$ cat src/rtl/seven_seg_mux_driver.sv
// Time-multiplexed seven-segment driver: serialises one {select, segment} word per
// digit into an external 16-bit shift register, latches it, then holds it on the pins.
module seven_seg_mux_driver #(
    parameter int NUM_DIGITS     = 4,
    parameter int CLK_DIV        = 8,
    parameter int DIGIT_HOLD     = 2048,
    parameter bit SEG_ACTIVE_LOW = 1'b0,
    parameter bit SEL_ACTIVE_LOW = 1'b0
) (
    input  logic                    i_clk,
    input  logic                    i_reset,
    input  logic [4*NUM_DIGITS-1:0] i_value,
    input  logic [NUM_DIGITS-1:0]   i_dp,
    input  logic                    i_blank_leading,
    input  logic                    i_enable,
    output logic                    o_data,
    output logic                    o_data_clk,
    output logic                    o_latch,
    output logic                    o_busy,
    output logic                    o_frame_done
);

    localparam int BIT_PERIOD = 2 * CLK_DIV;
    localparam int CNT_MAX    = (BIT_PERIOD > DIGIT_HOLD) ? BIT_PERIOD : DIGIT_HOLD;
    localparam int CNT_W      = $clog2(CNT_MAX + 1);
    localparam int IDX_W      = (NUM_DIGITS > 1) ? $clog2(NUM_DIGITS) : 1;

    localparam logic [CNT_W-1:0] BIT_LAST   = CNT_W'(BIT_PERIOD - 1);
    localparam logic [CNT_W-1:0] CLK_HIGH   = CNT_W'(CLK_DIV);
    localparam logic [CNT_W-1:0] LATCH_LAST = CNT_W'(CLK_DIV - 1);
    localparam logic [CNT_W-1:0] HOLD_LAST  = CNT_W'(DIGIT_HOLD - 1);
    localparam logic [IDX_W-1:0] DIGIT_LAST = IDX_W'(NUM_DIGITS - 1);

    typedef enum logic [2:0] {
        ST_IDLE,
        ST_LOAD,
        ST_SHIFT,
        ST_LATCH,
        ST_HOLD
    } state_t;

    state_t                  state_q, state_d;
    logic [IDX_W-1:0]        digit_q, digit_d;
    logic [CNT_W-1:0]        cnt_q, cnt_d;
    logic [3:0]              bit_q, bit_d;
    logic [15:0]             word_q, word_d;
    logic [4*NUM_DIGITS-1:0] value_q, value_d;
    logic [NUM_DIGITS-1:0]   dp_q, dp_d;
    logic                    blank_q, blank_d;
    logic                    frame_done_q, frame_done_d;

    // Digit 0's LOAD is the snapshot cycle, so it must already see the live inputs.
    logic [4*NUM_DIGITS-1:0] value_eff;
    logic [NUM_DIGITS-1:0]   dp_eff;
    logic                    blank_eff;

    assign value_eff = (digit_q == '0) ? i_value         : value_q;
    assign dp_eff    = (digit_q == '0) ? i_dp            : dp_q;
    assign blank_eff = (digit_q == '0) ? i_blank_leading : blank_q;

    function automatic logic [6:0] hex_to_seg(input logic [3:0] nib);
        logic [6:0] seg;
        case (nib)
            4'h0: seg = 7'h3F;
            4'h1: seg = 7'h06;
            4'h2: seg = 7'h5B;
            4'h3: seg = 7'h4F;
            4'h4: seg = 7'h66;
            4'h5: seg = 7'h6D;
            4'h6: seg = 7'h7D;
            4'h7: seg = 7'h07;
            4'h8: seg = 7'h7F;
            4'h9: seg = 7'h6F;
            4'hA: seg = 7'h77;
            4'hB: seg = 7'h7C;
            4'hC: seg = 7'h39;
            4'hD: seg = 7'h5E;
            4'hE: seg = 7'h79;
            default: seg = 7'h71;
        endcase
        return seg;
    endfunction

    // A digit is blanked only while it and everything above it are zero.
    logic [NUM_DIGITS-1:0] blank_vec;

    always_comb begin
        logic all_zero;
        all_zero  = 1'b1;
        blank_vec = '0;
        for (int d = NUM_DIGITS - 1; d >= 0; d--) begin
            all_zero     = all_zero & (value_eff[4*d +: 4] == 4'h0);
            blank_vec[d] = blank_eff & all_zero & (d != 0);
        end
    end

    logic [7:0] seg_pattern [NUM_DIGITS];

    genvar gi;
    generate
        for (gi = 0; gi < NUM_DIGITS; gi++) begin : g_seg
            assign seg_pattern[gi] = {dp_eff[gi],
                                      blank_vec[gi] ? 7'h00 : hex_to_seg(value_eff[4*gi +: 4])};
        end
    endgenerate

    logic [7:0]  sel_raw;
    logic [7:0]  seg_raw;
    logic [15:0] word_build;

    always_comb begin
        sel_raw    = 8'b1 << digit_q;
        seg_raw    = seg_pattern[digit_q];
        word_build = {SEL_ACTIVE_LOW ? ~sel_raw : sel_raw,
                      SEG_ACTIVE_LOW ? ~seg_raw : seg_raw};
    end

    always_ff @(posedge i_clk) begin
        if (i_reset) begin
            state_q      <= ST_IDLE;
            digit_q      <= '0;
            cnt_q        <= '0;
            bit_q        <= '0;
            word_q       <= '0;
            value_q      <= '0;
            dp_q         <= '0;
            blank_q      <= 1'b0;
            frame_done_q <= 1'b0;
        end else begin
            state_q      <= state_d;
            digit_q      <= digit_d;
            cnt_q        <= cnt_d;
            bit_q        <= bit_d;
            word_q       <= word_d;
            value_q      <= value_d;
            dp_q         <= dp_d;
            blank_q      <= blank_d;
            frame_done_q <= frame_done_d;
        end
    end

    always_comb begin
        state_d      = state_q;
        digit_d      = digit_q;
        cnt_d        = cnt_q;
        bit_d        = bit_q;
        word_d       = word_q;
        value_d      = value_q;
        dp_d         = dp_q;
        blank_d      = blank_q;
        frame_done_d = 1'b0;

        case (state_q)
            ST_IDLE: begin
                if (i_enable) begin
                    state_d = ST_LOAD;
                    digit_d = '0;
                    cnt_d   = '0;
                end
            end
            ST_LOAD: begin
                word_d  = word_build;
                bit_d   = 4'd15;
                cnt_d   = '0;
                state_d = ST_SHIFT;
                if (digit_q == '0) begin
                    value_d = i_value;
                    dp_d    = i_dp;
                    blank_d = i_blank_leading;
                end
            end
            ST_SHIFT: begin
                if (cnt_q == BIT_LAST) begin
                    cnt_d = '0;
                    if (bit_q == 4'd0) begin
                        state_d = ST_LATCH;
                    end else begin
                        bit_d = bit_q - 4'd1;
                    end
                end else begin
                    cnt_d = cnt_q + 1'b1;
                end
            end
            ST_LATCH: begin
                if (cnt_q == LATCH_LAST) begin
                    cnt_d   = '0;
                    state_d = ST_HOLD;
                end else begin
                    cnt_d = cnt_q + 1'b1;
                end
            end
            ST_HOLD: begin
                if (cnt_q == HOLD_LAST) begin
                    cnt_d = '0;
                    if (digit_q == DIGIT_LAST) begin
                        frame_done_d = 1'b1;
                        digit_d      = '0;
                        state_d      = i_enable ? ST_LOAD : ST_IDLE;
                    end else begin
                        digit_d = digit_q + 1'b1;
                        state_d = ST_LOAD;
                    end
                end else begin
                    cnt_d = cnt_q + 1'b1;
                end
            end
            default: begin
                state_d = ST_IDLE;
                digit_d = '0;
                cnt_d   = '0;
            end
        endcase
    end

    // Shift clock rises halfway through each bit, so data only moves while it is low.
    always_comb begin
        o_data       = 1'b0;
        o_data_clk   = 1'b0;
        o_latch      = 1'b0;
        o_busy       = (state_q != ST_IDLE);
        o_frame_done = frame_done_q;
        if (state_q == ST_SHIFT) begin
            o_data     = word_q[bit_q];
            o_data_clk = (cnt_q >= CLK_HIGH);
        end
        if (state_q == ST_LATCH) begin
            o_latch = 1'b1;
        end
    end

endmodule

$ cat config.mk
export PLATFORM = sky130hd
export DESIGN_NAME = seven_seg_mux_driver
export DESIGN_NICKNAME = d
export VERILOG_FILES = /design/src/rtl/seven_seg_mux_driver.sv
export SDC_FILE = /design/constraint.sdc
export NUM_CORES = 1
export LEC_CHECK = 0
export ABC_AREA = 1
export CAP_MARGIN = 30
export CELL_PAD_IN_SITES_DETAIL_PLACEMENT = 0
export CELL_PAD_IN_SITES_GLOBAL_PLACEMENT = 2
export CORE_ASPECT_RATIO = 1.25
export CORE_MARGIN = 2
export CORE_UTILIZATION = 33
export DETAILED_ROUTE_END_ITERATION = 8
export GPL_ROUTABILITY_DRIVEN = 0
export PLACE_DENSITY_LB_ADDON = 0.1
export SYNTH_ARGS = -nofsm -noshare
export SYNTH_HDL_FRONTEND = slang
export SYNTH_SLANG_ARGS = --single-unit
$ cat constraint.sdc
create_clock -name i_clk -period 3.7 [get_ports i_clk]
set_input_delay 0.74 -clock i_clk [delete_from_list [all_inputs] [get_ports i_clk]]
set_output_delay 0.74 -clock i_clk [all_outputs]
set_load 0.1 [all_outputs]
==> flow_summary.json, run 1 <==
{
  "p_leak_uw": 0.002163,
  "synth.top_cell.area_share_pct": 25.82,
  "comb_power_share_pct": 69.8,
  "crit_path_start_kind": "register",
  "cts.htree.levels": 2,
  "hold_buffers": 0,
  "worst-slew-pin-transition_ps": 958.4,
  "detailedPlacementHpwl_um": 8770,
  "setup_crit_end_kind": "register",
  "number_of_enable_flip_flop_cells_after_synthesis": 0,
  "io-pin-count": 29,
  "grt_overflow": 0,
  "antenna_found_initial": 0,
  "final.period_utilization_pct": 78.18,
  "postCtsSetupRepairBufs": 0,
  "numClockSinks": 55,
  "totalNegativeSetupSlack_ps": 0,
  "drive_above_1_share_pct": 11.67,
  "cts-resized-gates": 0,
  "ys_warn_count": 0,
  "leading_register_cell_type_out_of_synthesis": "sky130_fd_sc_hd__dfxtp_1",
  "yosys_register_bits": 55,
  "intPower_uw": 2118,
  "final.setup_skew_ps": 5.358,
  "fin_nets": 723,
  "vias": 4246,
  "run_status": "finished clean",
  "synth_compound_area_share_pct": 17.43,
  "initial_utilization_pct": 33.68,
  "net-switching-power_uw": 2645,
  "area_of_the_multi_input_gates_mm2": 0.002703,
  "min_period_ps": 2893,
  "crit_type": "reg2reg",
  "post_drt_wl_per_cell_um": 14.04,
  "headroom_to_the_max_slew_limit_pct": 35.91,
  "core_area_mm2": 0.01266,
  "area_post_placement_mm2": 0.004647,
  "clkLatencyLatePin_ps": 300,
  "grt_first_pass_wirelength_um": 19870,
  "synth_nets": 704,
  "pwr_density_cell_mw_per_mm2": 991.8,
  "grt_setup_unrepaired": "false",
  "share_of_cell_area_taken_by_muxes_after_synthesis_pct": 0.2347,
  "postRouteAntennaNets": 0,
  "unique_masters_post_synth": 47,
  "drt_drc_violations_left": 0,
  "finalHoldViolCount": 0,
  "mappedNetlistArea_mm2": 0.004264,
  "timing.critical_path.required_ps": 3940,
  "stdcell_area_mm2": 0.004802,
  "max_ir_drop_vdd_mv": 0.5145,
  "grt_max_degree": 46,
  "achievable-frequency_mhz": 345.7,
  "asyncSetResetFlopFracSynth_pct": 0,
  "cts.clk_slew.worst_paths_ps": 80,
  "synth_adder_area_share_pct": 6.749,
  "dieArea_mm2": 0.01385,
  "area_growth_synth_to_finish_pct": 12.62,
  "std_cell_rows": 46,
  "clock_power_share_pct": 10.9,
  "synth_xor_area_share_pct": 0.4108,
  "fillers": 1417,
  "count_of_pins_over_their_slew_limit": 0,
  "clockBufferDepth": 2,
  "numCtsBuffers": 5,
  "sequential_cell_fraction_of_total_power_pct": 19.3,
  "syn_inst": 657,
  "reg2reg_setup_slack_ps": 810,
  "timing.hold.ws_ps": 453.0,
  "detail_route.vias_per_cell": 5.025,
  "setup_viol_count_final": 0,
  "root_buffer": "sky130_fd_sc_hd__clkbuf_16",
  "pre_cts_slack_ps": 815.9,
  "layout_setup_ws_ps": 807.4,
  "cp.arrival_ps": 3130,
  "seq_area_frac_synth_pct": 25.82,
  "ff_latch_area_mm2": 0.001101,
  "final_cell_mix": "sky130_fd_sc_hd__nand2_1, sky130_fd_sc_hd__nand3_1, sky130_fd_sc_hd__inv_1",
  "antenna_cells_inserted": 0,
  "syn_area_per_cell_um2": 6.490,
  "power_switching_share_pct": 55.53,
  "grtUsageTotal_pct": 17.89,
  "most_common_library_cell_in_the_layout_ignoring_fill_and_taps": "sky130_fd_sc_hd__nand2_1",
  "dr.first_iter.drc_count": 284,
  "worst-path-max-fanout": 15,
  "synth_largest_area_cell": "sky130_fd_sc_hd__dfxtp_1",
  "die_width_um": 105.7,
  "buffers_added_on_ports": 28,
  "drt_pre_antenna_iters": 4,
  "synth_top_family_by_area": "simple AND/OR/NAND/NOR gates",
  "post_synth_main_area_contributors": "sky130_fd_sc_hd__dfxtp_1, sky130_fd_sc_hd__nand2_1, sky130_fd_sc_hd__nand3_1, sky130_fd_sc_hd__ha_1, sky130_fd_sc_hd__a21oi_1",
  "synth-simple-area-share_pct": 38.35,
  "number_of_global_route_vias_before_repair": 4046,
  "fp.dieH_um": 131.1,
  "cts_tree": "done",
  "postRouteWirelength_um": 11870,
  "drv.max_cap_violation_count": 0,
  "hold_path_class": "reg2reg"
}
## layer usage
metal  part of all wire [%]  vias to the layer above  global-route usage (%)
met5                      0                        -                       0
met4                    2.1                        0                   5.573
met3                    3.0                       18                   2.027
met2                     52                       70                   34.16
met1                     43                     1968                   20.96
li1                       -                     2190                       -
## final timing paths
path	start	endpoint	cells after the start
worst min-delay path	dp_q[0]	dp_q[0]	2
worst min register to register	dp_q[0]	dp_q[0]	2
worst max-delay path	digit_q[1]	word_q[6]	13
worst max register to register	digit_q[1]	word_q[6]	13
## cell usage after synthesis (all sizes together) (3+ instances only)
master / n
a211oi: 4
a21oi: 56
buf: 12
clkbuf: 11
clkinv: 4
dfxtp: 55
ha: 23
inv: 77
nand2: 189
nand3: 76
nand4: 6
nor2: 60
nor3: 3
o211ai: 3
o21ai: 58
o22ai: 3
## through the flow
stage | total power [uW] | utilization (%) | std cells
final | 4763 | 37.92 | 845
after global routing | 5285 | 37.92 | 845
after CTS | 4822 | 37.92 | 845
after detailed placement | 4271 | 36.70 | 837
after global placement | 4288 | 36.70 | 837
after floorplan | 3634 | - | 657
## area by class of cell
| class | count | area share [%] |
|---|---|---|
| inverters | 81 | 6.462 |
| clock buffers | 6 | 2.892 |
| flip-flops and latches | 55 | 22.93 |
| multi-input cells | 498 | 56.28 |
| well taps | 168 | 4.377 |
| repair buffers | 35 | 6.722 |
| clock inverters | 2 | 0.3387 |
## worst max-delay path, stage by stage (launching register included)
cell and delay [ps]:
sky130_fd_sc_hd__dfxtp_1 310, sky130_fd_sc_hd__buf_4 180, sky130_fd_sc_hd__clkinv_1 250, sky130_fd_sc_hd__ha_2 400
sky130_fd_sc_hd__o21ai_1 530, sky130_fd_sc_hd__inv_1 180, sky130_fd_sc_hd__ha_1 250, sky130_fd_sc_hd__nand2_1 120
sky130_fd_sc_hd__nand2_1 60, sky130_fd_sc_hd__a21oi_1 140, sky130_fd_sc_hd__o21ai_1 80, sky130_fd_sc_hd__nand3_1 100
sky130_fd_sc_hd__nand3_1 90, sky130_fd_sc_hd__a21oi_1 130
## sequential cells by signal, summed over array words and instances, names as in the netlist
register,flops
value_q,16
o_frame_done,1
digit_q,2
blank_q,1
dp_q,4
word_q,12
cnt_q,12
state_q,3
bit_q,4
## logic make-up after synthesis
family | count (synthesis)
compound gates | 133
xor+xnor | 2
fa+ha+maj | 23
buf+inv | 104
flops | 55
mux | 1
simple gates | 339
## power by group through the flow
stage | Sequential [uW] | Combinational, uW | Clock [uW]
2_1_floorplan | 894 | 2740 | 0
3_3_place_gp | 930 | 3360 | 0
3_5_place_dp | 932 | 3340 | 0
4_1_cts | 920 | 3360 | 542
5_1_grt | 947 | 3780 | 560
6_report | 919 | 3330 | 517
Note: power is estimated with default switching activity, not from simulation.
==> inputs of run 2 (changes only) <==
==> constraint.sdc (replaced) <==
create_clock -name i_clk -period 2.8 [get_ports i_clk]
set_input_delay 0.56 -clock i_clk [delete_from_list [all_inputs] [get_ports i_clk]]
set_output_delay 0.56 -clock i_clk [all_outputs]
set_load 0.1 [all_outputs]
==> flow_summary.json, run 2 (synthesis gave the netlist of run 1 again) <==
{
  "run_status": "finished clean",
  "hold_start": "value_q[3]",
  "io-pin-count": 29,
  "p_leak_uw": 0.002191,
  "grt_setup_unrepaired": "false",
  "critical_path.slowest_cell": "sky130_fd_sc_hd__dfxtp_1",
  "cp.buffers_inverters": 2,
  "antenna_cells_inserted": 0,
  "finalHoldViolCount": 0,
  "dr.first_iter.drc_count": 170,
  "achievable-frequency_mhz": 402.3,
  "count_of_pins_over_their_slew_limit": 0,
  "fillers": 1397,
  "crit_cells": 7,
  "antenna_found_initial": 0,
  "reg2reg_setup_slack_ps": 490,
  "holdPathStages": 2,
  "grtUsageTotal_pct": 17.61,
  "worstReg2RegStart": "digit_q[0]",
  "number_of_global_route_vias_before_repair": 3986,
  "crit_path_start_kind": "register",
  "drt_drc_violations_left": 0,
  "critical_path.top_delay_family": "compound AO/OA/AOI/OAI gates",
  "root_buffer": "sky130_fd_sc_hd__clkbuf_16",
  "crit_type": "reg2out",
  "worst-slew-pin-transition_ps": 541.3,
  "max_ir_drop_vdd_mv": 0.5801,
  "cts.htree.levels": 2,
  "cp_peak_stage_delay_ps": 470,
  "postRouteWirelength_um": 11650,
  "drt_pre_antenna_iters": 4,
  "most_common_library_cell_in_the_layout_ignoring_fill_and_taps": "sky130_fd_sc_hd__nand2_1",
  "numClockSinks": 55,
  "hold_buffers": 0,
  "pre_cts_slack_ps": 286.6,
  "layout_setup_ws_ps": 314.1,
  "min_period_ps": 2486,
  "drive_above_1_share_pct": 12.48,
  "setup_crit_end_kind": "primary output",
  "drv.max_cap_violation_count": 0,
  "min_to": "value_q[3]",
  "fin_nets": 727,
  "ff_latch_area_mm2": 0.001101,
  "detailedPlacementHpwl_um": 8711,
  "post_drt_wl_per_cell_um": 13.72,
  "top_register": "value_q",
  "cell_breakdown_of_the_critical_path": "clkinv_1 -> a21oi_1 -> o21ai_0 -> o2111ai_1 -> nand2_1 -> a21oi_2 -> buf_12",
  "area_of_the_multi_input_gates_mm2": 0.002706,
  "r2r-end": "word_q[6]",
  "buffers_added_on_ports": 28,
  "clockBufferDepth": 2,
  "pwr_density_cell_mw_per_mm2": 1305,
  "setup_viol_count_final": 0,
  "timing.critical_path.required_ps": 2240,
  "std_cell_rows": 46,
  "fp.dieH_um": 131.1,
  "cts-resized-gates": 0,
  "vias": 4153,
  "flip_flop_count_of_the_largest_register_after_layout": 16,
  "postCtsSetupRepairBufs": 0,
  "worst-path-max-fanout": 9,
  "headroom_to_the_max_slew_limit_pct": 63.67,
  "totalNegativeSetupSlack_ps": 0,
  "dieArea_mm2": 0.01385,
  "timing.hold.ws_ps": 456.5,
  "numCtsBuffers": 5,
  "placedCellCount": 841,
  "cts.clk_slew.worst_paths_ps": 80,
  "reg2regPathDepth": 12,
  "final_cell_mix": "sky130_fd_sc_hd__nand2_1, sky130_fd_sc_hd__nand3_1, sky130_fd_sc_hd__inv_1",
  "die_width_um": 105.7,
  "grt_first_pass_wirelength_um": 19530,
  "grt_overflow": 0,
  "hold_path_class": "reg2reg",
  "initial_utilization_pct": 33.68,
  "clkLatencyLatePin_ps": 300,
  "core_area_mm2": 0.01266,
  "final.setup_skew_ps": 10.10,
  "regs_by_ff_count": "value_q (16), cnt_q (12), word_q (12)",
  "postRouteAntennaNets": 0,
  "final.period_utilization_pct": 88.78,
  "cts_tree": "done",
  "grt_max_degree": 46,
  "detail_route.vias_per_cell": 4.892,
  "area_growth_synth_to_finish_pct": 13.94,
  "final_power_uw": 6340,
  "post_route_insts_no_fill": 849,
  "cp.arrival_ps": 1930
}
run 2: worst min-delay path: cells and delay by family (launching register included):
family                 cells  cell delay [ps]
DFF                        1              300
buffers and inverters      1               60
AOI/OAI and AO/OA          1               50
run 2: per-stage QoR:
step           utilization, %  cell area, um^2
4_1_cts                 38.37             4858
2_1_floorplan               -             4268
3_3_place_gp            37.14             4703
6_report                38.37             4858
5_1_grt                 38.37             4858
3_5_place_dp            37.14             4703
run 2: how the worst max path moves through the flow:
stage                from        end  slack, ps
2_1_floorplan  digit_q[0]  word_q[5]          1
3_3_place_gp   i_value[1]  word_q[6]        330
3_5_place_dp   i_value[1]  word_q[6]        290
4_1_cts          bit_q[0]     o_data        300
5_1_grt          bit_q[0]     o_data        170
6_report         bit_q[0]     o_data        310
run 2: metal layers:
metal	vias up	global-route usage, %	share of wire, %	routed length [um]
li1	2190	-	-	-
met1	1871	19.45	42	4856
met2	80	35.37	53	6223
met3	12	2.175	3.5	403
met4	0	4.644	1.4	167
met5	-	0	0	0
run 2: final cells by class:
class	count	share of cell area, %
clock buffer	6	2.859
inverter	81	6.387
clock inverter	2	0.3348
timing repair buffer	39	7.726
multi-input combinational	498	55.70
tap	168	4.327
sequential	55	22.66
run 2: report_power, final:
group          switching (uW)  leakage (uW)  internal, uW
Clock                     332     0.0000731           360
Combinational            2980       0.00167          1460
Sequential                156      0.000451          1050
Total                    3470       0.00219          2870
==> inputs of run 3 (changes only) <==
==> constraint.sdc (replaced) <==
create_clock -name i_clk -period 2.8 [get_ports i_clk]
set_input_delay 0.42 -clock i_clk [delete_from_list [all_inputs] [get_ports i_clk]]
set_output_delay 0.42 -clock i_clk [all_outputs]
set_load 0.1 [all_outputs]
==> flow_summary.json, run 3 (synthesis gave the netlist of run 1 again) <==
{
  "top_register": "value_q",
  "final.setup_skew_ps": 5.363,
  "finalHoldViolCount": 0,
  "most_common_library_cell_in_the_layout_ignoring_fill_and_taps": "sky130_fd_sc_hd__nand2_1",
  "timing.hold.ws_ps": 453.0,
  "totalNegativeSetupSlack_ps": 0,
  "detailedPlacementHpwl_um": 8657,
  "postRouteWirelength_um": 11820,
  "clockBufferDepth": 2,
  "drt_drc_violations_left": 0,
  "dieArea_mm2": 0.01385,
  "achievable-frequency_mhz": 405.4,
  "postCtsSetupRepairBufs": 0,
  "cts.clk_slew.worst_paths_ps": 80,
  "postRouteAntennaNets": 0,
  "root_buffer": "sky130_fd_sc_hd__clkbuf_16",
  "min_period_ps": 2467,
  "area_growth_synth_to_finish_pct": 13.76,
  "buffers_added_on_ports": 28,
  "regs_by_ff_count": "value_q (16), cnt_q (12), word_q (12)",
  "reg2reg_setup_slack_ps": 330,
  "r2r-end": "word_q[6]",
  "cp.arrival_ps": 2710,
  "headroom_to_the_max_slew_limit_pct": 63.17,
  "vias": 4127,
  "antenna_found_initial": 0,
  "grtUsageTotal_pct": 17.71,
  "clkLatencyLatePin_ps": 310,
  "setup_viol_count_final": 0,
  "detail_route.vias_per_cell": 4.867,
  "final.period_utilization_pct": 88.09,
  "grt_max_degree": 46,
  "io-pin-count": 29,
  "drive_above_1_share_pct": 12.35,
  "crit_path_start_kind": "register",
  "worst-slew-pin-transition_ps": 548.7,
  "cts_tree": "done",
  "drv.max_cap_violation_count": 0,
  "setup.worst_path.start": "digit_q[0]",
  "timing.critical_path.required_ps": 3040,
  "die_width_um": 105.7,
  "cts.htree.levels": 2,
  "core_area_mm2": 0.01266,
  "crit_type": "reg2reg",
  "numClockSinks": 55,
  "antenna_cells_inserted": 0,
  "grt_setup_unrepaired": "false",
  "holdPathStages": 2,
  "worst_setup_path_endpoint": "word_q[6]",
  "reg2regPathDepth": 14,
  "numCtsBuffers": 5,
  "std_cell_rows": 46,
  "run_status": "finished clean",
  "worst-path-max-fanout": 10,
  "cts-resized-gates": 0,
  "initial_utilization_pct": 33.68,
  "count_of_pins_over_their_slew_limit": 0,
  "setup_crit_end_kind": "register",
  "hold_path_class": "reg2reg",
  "final_cell_mix": "sky130_fd_sc_hd__nand2_1, sky130_fd_sc_hd__nand3_1, sky130_fd_sc_hd__inv_1",
  "drt_pre_antenna_iters": 6,
  "flip_flop_count_of_the_largest_register_after_layout": 16,
  "max_ir_drop_vdd_mv": 0.4767,
  "post_drt_wl_per_cell_um": 13.94,
  "fp.dieH_um": 131.1,
  "dr.first_iter.drc_count": 167,
  "worstReg2RegStart": "digit_q[0]",
  "fin_nets": 726,
  "number_of_global_route_vias_before_repair": 3810,
  "grt_overflow": 0,
  "p_leak_uw": 0.002186,
  "pwr_density_cell_mw_per_mm2": 1307,
  "grt_first_pass_wirelength_um": 19190,
  "final_power_uw": 6341,
  "hold_buffers": 0
}
-- run 3: changes by cell type in the layout (fill, tap and decap cells not counted), sizes merged --
cell / before / now
buf: 16 / 15
-- run 3: area by class of cell --
type	count	area, um^2
Multi-Input combinational cell	498	2706
Clock inverter	2	16.27
Fill cell	1421	7811
Clock buffer	6	138.9
Inverter	81	310.3
Timing Repair Buffer	38	367.9
Sequential cell	55	1101
Tap cell	168	210.2
-- run 3: how the worst min path moves through the flow --
stage / start / endpoint / slack (ps)
6_report: dp_q[0] / dp_q[0] / 450
5_1_grt: dp_q[1] / dp_q[1] / 480
4_1_cts: dp_q[0] / dp_q[0] / 460
3_5_place_dp: dp_q[0] / dp_q[0] / 440
3_3_place_gp: value_q[4] / value_q[4] / 440
2_1_floorplan: dp_q[0] / dp_q[0] / 420
-- run 3: critical path, cell delays in order (launching register included) --
cell                       delay, ps
sky130_fd_sc_hd__dfxtp_1         320
sky130_fd_sc_hd__clkinv_1         60
sky130_fd_sc_hd__ha_2            350
sky130_fd_sc_hd__buf_4           200
sky130_fd_sc_hd__nand2_1          50
sky130_fd_sc_hd__o21ai_1         300
sky130_fd_sc_hd__inv_1           170
sky130_fd_sc_hd__ha_1            250
sky130_fd_sc_hd__nand2_1         110
sky130_fd_sc_hd__nand2_1          70
sky130_fd_sc_hd__a21oi_1         120
sky130_fd_sc_hd__o21ai_1          70
sky130_fd_sc_hd__nand3_1          90
sky130_fd_sc_hd__nand3_1          90
sky130_fd_sc_hd__a21oi_1         130
-- run 3: power breakdown --
group | switching [uW] | total [uW] | internal, uW
Sequential | 163 | 1220 | 1050
Clock | 328 | 687 | 359
Combinational | 2980 | 4440 | 1460
Total | 3470 | 6340 | 2870
-- run 3: routing by layer --
| metal | GRT usage, % | vias to the layer above | routed length (um) |
|---|---|---|---|
| met4 | 6.037 | 0 | 218 |
| li1 | - | 2186 | - |
| met2 | 33.97 | 72 | 6157 |
| met3 | 3.015 | 13 | 304 |
| met1 | 19.80 | 1856 | 5141 |
| met5 | 0 | - | 0 |
-- run 3: metrics by stage --
stage                     cell area, um^2  setup WS (ps)  utilization (%)  std cells
after floorplan                      4268         0.9710                -        657
after global placement               4696          426.4            37.09        840
after detailed placement             4696          369.8            37.09        840
after CTS                            4851          343.4            38.31        848
after global routing                 4851          136.1            38.31        848
final                                4851          333.4            38.31        848
